===== config.mk =====
export PLATFORM = sky130hd
export DESIGN_NAME = controlador_contador
export DESIGN_NICKNAME = d
export VERILOG_FILES = /design/src/rtl/controlador_contador.sv
export SDC_FILE = /design/constraint.sdc
export NUM_CORES = 1
export LEC_CHECK = 0
export ABC_AREA = 1
export CAP_MARGIN = 20
export CORE_ASPECT_RATIO = 0.7
export CORE_MARGIN = 2
export CORE_UTILIZATION = 50
export CTS_CLUSTER_DIAMETER = 50
export CTS_CLUSTER_SIZE = 28
export DETAILED_ROUTE_END_ITERATION = 6
export PLACE_DENSITY = 0.8
export SLEW_MARGIN = 20
export SYNTH_ARGS = -nofsm -noshare
export SYNTH_HDL_FRONTEND = slang
export SYNTH_SLANG_ARGS = --single-unit

===== constraint.sdc =====
create_clock -name clk -period 1.8 [get_ports clk]
set_input_delay 0.36 -clock clk [delete_from_list [all_inputs] [get_ports clk]]
set_output_delay 0.36 -clock clk [all_outputs]
set_load 0.02 [all_outputs]

===== src/rtl/controlador_contador.sv =====
// Command sequencer for the 7-stage shift/ring counter: turns one start strobe
// into the mode-select, serial-data and parallel-load drive that the counter needs.
module controlador_contador #(
  parameter int STEP_W = 4,
  parameter int NBITS  = 7
) (
  input  logic              clk,
  input  logic              reset,
  input  logic              start,
  input  logic [1:0]        cmd,
  input  logic [NBITS-1:0]  pattern,
  input  logic [STEP_W-1:0] steps,
  input  logic              stop,
  input  logic [NBITS-1:0]  saidas_contador,
  output logic              ch0,
  output logic              ch1,
  output logic              d,
  output logic [NBITS-1:0]  bits,
  output logic              busy,
  output logic              done,
  output logic [NBITS-1:0]  last_value
);

  typedef enum logic [1:0] {
    S_IDLE = 2'b00,
    S_LOAD = 2'b01,
    S_RUN  = 2'b10,
    S_DONE = 2'b11
  } state_t;

  localparam logic [1:0] CMD_LOAD   = 2'b00;
  localparam logic [1:0] CMD_SHIFT  = 2'b01;
  localparam logic [1:0] CMD_ROTATE = 2'b10;
  localparam logic [1:0] CMD_CLEAR  = 2'b11;

  localparam logic [1:0] MODE_HOLD   = 2'b00;
  localparam logic [1:0] MODE_SHIFT  = 2'b01;
  localparam logic [1:0] MODE_LOAD   = 2'b10;
  localparam logic [1:0] MODE_ROTATE = 2'b11;

  state_t              state;
  logic [1:0]          cmd_reg;
  logic [NBITS-1:0]    pattern_reg;
  logic [STEP_W-1:0]   remaining;

  // Serial source consumed LSB first; zeros fill in once the pattern runs out.
  function automatic logic [NBITS-1:0] next_pattern(input logic [NBITS-1:0] p);
    return p >> 1;
  endfunction

  always_ff @(posedge clk or posedge reset) begin
    if (reset) begin
      state       <= S_IDLE;
      cmd_reg     <= CMD_LOAD;
      pattern_reg <= '0;
      remaining   <= '0;
      {ch1, ch0}  <= MODE_HOLD;
      d           <= 1'b0;
      bits        <= '0;
      busy        <= 1'b0;
      done        <= 1'b0;
      last_value  <= '0;
    end else begin
      done <= 1'b0;
      case (state)
        S_IDLE: begin
          {ch1, ch0} <= MODE_HOLD;
          d          <= 1'b0;
          busy       <= 1'b0;
          if (start) begin
            cmd_reg     <= cmd;
            pattern_reg <= pattern;
            remaining   <= steps;
            busy        <= 1'b1;
            if (cmd == CMD_LOAD || cmd == CMD_CLEAR) begin
              state      <= S_LOAD;
              {ch1, ch0} <= MODE_LOAD;
              bits       <= (cmd == CMD_LOAD) ? pattern : '0;
            end else if (steps == '0) begin
              state <= S_DONE;
              done  <= 1'b1;
            end else if (cmd == CMD_SHIFT) begin
              // First serial bit is presented on entry so the first RUN cycle is a real step.
              state       <= S_RUN;
              {ch1, ch0}  <= MODE_SHIFT;
              d           <= pattern[0];
              pattern_reg <= next_pattern(pattern);
            end else begin
              state      <= S_RUN;
              {ch1, ch0} <= MODE_ROTATE;
              d          <= 1'b0;
            end
          end
        end

        S_LOAD: begin
          state      <= S_DONE;
          {ch1, ch0} <= MODE_HOLD;
          done       <= 1'b1;
        end

        S_RUN: begin
          remaining <= remaining - 1'b1;
          // A stop lets the step in flight finish; the mode drops to hold at this edge.
          if (remaining == STEP_W'(1) || stop) begin
            state      <= S_DONE;
            {ch1, ch0} <= MODE_HOLD;
            d          <= 1'b0;
            done       <= 1'b1;
          end else if (cmd_reg == CMD_SHIFT) begin
            d           <= pattern_reg[0];
            pattern_reg <= next_pattern(pattern_reg);
          end
        end

        S_DONE: begin
          state      <= S_IDLE;
          {ch1, ch0} <= MODE_HOLD;
          busy       <= 1'b0;
          last_value <= saidas_contador;
        end

        default: begin
          state      <= S_IDLE;
          {ch1, ch0} <= MODE_HOLD;
          busy       <= 1'b0;
        end
      endcase
    end
  end

endmodule


Yosys cells after proc, flatten, opt, wreduce, memory -nomap -nowiden
Index checks and enable logic that the tools add are counted.
{"block": "word_totals", "register_bits": 34}
{"block": "op_classes", "n_addsub": 1, "eq_ne": 12, "muxes": 39, "reduce_logical": 14}
{"cell": "2-to-1 mux 7 bit", "count": 7}
{"cell": "2-to-1 mux 1 bit", "count": 20}
{"cell": "case mux 7 bit (2 select lines)", "count": 1}
{"cell": "case mux 1 bit (3 select lines)", "count": 3}
{"cell": "!= test 2 bit, second input constant", "count": 4}
{"cell": "case mux 2 bit (4 select lines)", "count": 1}
{"cell": "case mux 4 bit (2 select lines)", "count": 1}
{"cell": "AND reduction 2 bit", "count": 4}
{"cell": "== test 2 x 1 -> 1 bit, second input constant", "count": 3}
{"cell": "== test 2 bit, second input constant", "count": 3}
{"cell": "2-to-1 mux 2 bit", "count": 3}
{"cell": "== test 4 x 1 -> 1 bit, second input constant", "count": 1}
{"cell": "logical NOT 2 bit", "count": 2}
{"cell": "logical NOT 4 bit", "count": 1}
{"cell": "2-to-1 mux 4 bit", "count": 1}
{"cell": "case mux 1 bit (2 select lines)", "count": 2}
{"cell": "AND reduction 4 bit", "count": 1}
{"cell": "nonzero test 2 bit", "count": 2}
{"cell": "subtractor 4 x 1 -> 4 bit, second input constant", "count": 1}
{"cell": "!= test 3 bit, second input constant", "count": 1}
{"cell": "AND reduction 3 bit", "count": 1}
{"cell": "logical OR 1 bit", "count": 2}
{"cell": "OR reduction 2 bit", "count": 1}

Longest topological paths before layout
{"block": "depth", "word_depth": 6, "mapped_depth": 9}

Worst setup path after synthesis
No wires, ideal clock.
{"block": "synth_path", "path_kind": "reg2reg", "from": "reg state[0]", "to": "reg pattern_reg[0]", "arrival_time_ns": 1.309, "n_path_buf": 0, "slack_ns": 0.369, "required_ns": 1.678, "stages_incl_launch_ff": 10, "setup_ns": 0.122, "period_less_slack_ns": 1.431, "cell_sequence": "dfrtp_1 inv_1 ha_1 inv_2 nand2_4 nand2_4 nor2_8 nand2_4 nor2_1 a21oi_1"}
{"block": "synth_between", "elab_chain_cells": 3, "word_cells_on_any_way": 8, "classes_between": "4 x eq/ne; 1 x mux; 3 x reduce/logical"}
{"item": "start: declaration", "line_no": "41", "text": "state_t state;"}
{"item": "start signal: assignment", "line_no": "53", "text": "state <= S_IDLE;"}
{"item": "start signal: assignment", "line_no": "76", "text": "state <= S_LOAD;"}
{"item": "start signal: assignment", "line_no": "80", "text": "state <= S_DONE;"}
{"item": "== test 2 bit or logical NOT 2 bit (tied branches)", "line_no": "65", "text": "case (state)"}
{"item": "!= test 2 bit (no source line) or nonzero test 2 bit (tied branches)"}
{"item": "AND reduction 4 bit (no source line)"}
{"item": "end signal: assignment", "line_no": "72", "text": "pattern_reg <= pattern;"}
{"item": "end signal: assignment", "line_no": "87", "text": "pattern_reg <= next_pattern(pattern);"}
{"item": "end signal: assignment", "line_no": "112", "text": "pattern_reg <= next_pattern(pattern_reg);"}
{"item": "end: declaration", "line_no": "43", "text": "logic [NBITS-1:0] pattern_reg;"}
Several ways; a longest one is shown, not always the timed one.
A chain may end at the register's enable or synchronous reset.

Final worst setup path
{"block": "layout_path", "from": "reg state[0]", "to": "reg pattern_reg[1]"}
Same word-level chain as after synthesis.

==> flow_metrics.tcl <==
set metrics [dict create \
    layout-drive-gt1-share_pct 11.3 \
    slowest_stage "dfrtp_1" \
    cts_sinks 34 \
    critical_path.max_fanout 15 \
    dieArea_um2 4310 \
    required_ns 1.98 \
    total_leakage_power_nw 1.34 \
    mostFrequentLayoutCells "nand2_1 (75), clkdlybuf4s50_1 (42), inv_1 (34), dfrtp_1 (34), nand3_1 (23)" \
    drt_wl_total_um 4470 \
    synth_area_leaders "dfrtp_1 (45%), nand2_1 (15%), inv_1 (6.7%)" \
    power_mw 4.29 \
    final_hold_viol_count 0 \
    ff2ff_path_depth 9 \
    routedWlPerCell_um 12.4 \
    cp_top_family "simple AND/OR/NAND/NOR gates" \
    relSlewSlack_pct 71.0 \
    clk_pin_slew_ns 0.07 \
    end_kind "register" \
    rsz0062_at_grt "no" \
    viasPerCell 4.96 \
    tightestPinTransition_ns 0.435 \
    drc 0 \
    syn_nets 284 \
    overflow 0 \
    finalClockSkew_ns 0.00238 \
    die_y_um 55.5 \
    dieWidth_um 77.6 \
    diodes 0 \
    gp_congestion 0.836 \
    post-cts-setup-buffer-count 0 \
    cts-root-buf "clkbuf_8" \
    crit_arrival_ns 1.81 \
    hold_path_class "in2async" \
    crit_chain "inv_1 -> ha_2 -> inv_2 -> nand2_4 -> nand2_4 -> nor2_8 -> nand2_4 -> nor2_1 -> a21oi_1" \
    htree_levels 2 \
    synth_area_leader_cell "dfrtp_1" \
    crit_start "state[0]" \
    clock_latency_ns 0.29 \
    crit_buf_inv 2 \
    fin_crit_sh_pct 90.6 \
    start_util_pct 52.9 \
    synth-seq-cells 34 \
    netlist_area_um2 1890 \
    drv_cap 0 \
    path_class "reg2reg" \
    clock_path_buffers 2 \
    ys_warn_count 0 \
    io_pins 43 \
    grt_max_degree 35 \
    grt_pass1_wl_um 7720 \
    synth_top_area_share_pct 44.9 \
    cts_resized 0 \
    antenna_found_initial 0 \
    report.final.slew_viol_count 0 \
    ir_drop_mv 1.09 \
    critPathMaxStageDelay_ns 0.41 \
    syn_avg_cell_area_um2 7.52 \
    grt_pass1_vias 1644 \
    final_area_um2 2560 \
    cp-start-kind "register" \
    critPathMostFrequentCell "nand2_4" \
    ys_seq_area_share_pct 44.9 \
    reg2reg_slack_ns 0.17 \
    rows 18 \
    core_area_um2 3580 \
    cts_hold_buf 0 \
    final_common_cell "nand2_1" \
    timing.rr.end "pattern_reg[1]" \
    nets 340 \
    cts_tree "done" \
    synth_cells 252 \
    fmaxAchievable_mhz 613 \
    powerDensity_nw_per_um2 1670 \
    port_buffers 42 \
    numCtsBuffers 5 \
    reg2reg_from "state[0]" \
    grt_use_total_pct 23.0 \
    setup-violations-final 0 \
    dp_hpwl_um 3320 \
    dr.pass1.iters 4 \
    drtIter0Drc 100 \
    synth_cell_types 21 \
    status "completed" \
    drtAntennaViolNets 0 \
    area_growth_pct 35.3 \
    vias 1779 \
    fin_crit_ns 1.63 \
    dpl_cell_area_um2 2450 \
]
cells in the mapped netlist (all sizes together):
library cell and instances:
buf 4, a21oi 17, o211ai 2, nand2 81, nand3 23, o21ai 20, inv 37, dfrtp 34
nand4 1, a211oi 1, a21boi 1, ha 8, clkbuf 2, nor2 21
worst min-delay path: stages:
cell and delay (ns):
clkdlybuf4s50_1 0.39, inv_1 0.05, buf_4 0.38
how the worst max path moves through the flow:
stage / end / cells after the start
global placement: pattern_reg[4] / 7
finish: pattern_reg[1] / 9
CTS: pattern_reg[1] / 9
floorplan: pattern_reg[0] / 9
detailed placement: d / 7
global route: pattern_reg[1] / 9
routing by layer:
metal / GRT usage (%) / vias to the layer above / wire (um)
met1: 35.2 / 813 / 2340
met2: 32.0 / 53 / 1800
met5: 0 / - / 0
li1: - / 906 / -
met4: 7.65 / 0 / 61
met3: 5.23 / 7 / 261
logic make-up (layout without fill, tap and decap cells):
family / Yosys count / after routing / share of synthesized area, %
adders and majority gates: 8 / 8 / 5.28
buffers and inverters: 43 / 100 / 8.78
AOI/OAI and AO/OA: 41 / 41 / 11.6
and+or+nand+nor: 126 / 126 / 29.5
DFF: 34 / 34 / 44.9
cell type report:
type / count / area (um^2)
sequential: 34 / 851
timing repair buffer: 55 / 518
tap: 50 / 62.6
multi-input combinational: 175 / 882
fill: 275 / 1020
inverter: 37 / 139
clock buffer: 8 / 110
stage by stage:
stage          setup TNS [ns]  worst slack [ns]  util, %  cells  hold slack, ns
4_1_cts                     0             0.111     71.4    359           0.467
3_3_place_gp           -0.874           -0.0787     68.3    351           0.453
6_report                    0             0.169     71.6    359           0.457
3_5_place_dp            -1.21            -0.105     68.3    351           0.457
5_1_grt                     0            0.0362     71.6    359           0.494
2_1_floorplan               0             0.369        -    252           0.453
report_power, final:
| group | leakage [nW] | switching [mW] | internal [mW] |
|---|---|---|---|
| clock network | 0.0575 | 0.280 | 0.386 |
| registers | 0.423 | 0.195 | 1.12 |
| logic | 0.863 | 1.37 | 0.936 |
| total | 1.34 | 1.84 | 2.45 |
(Power assumes the default switching activity.)
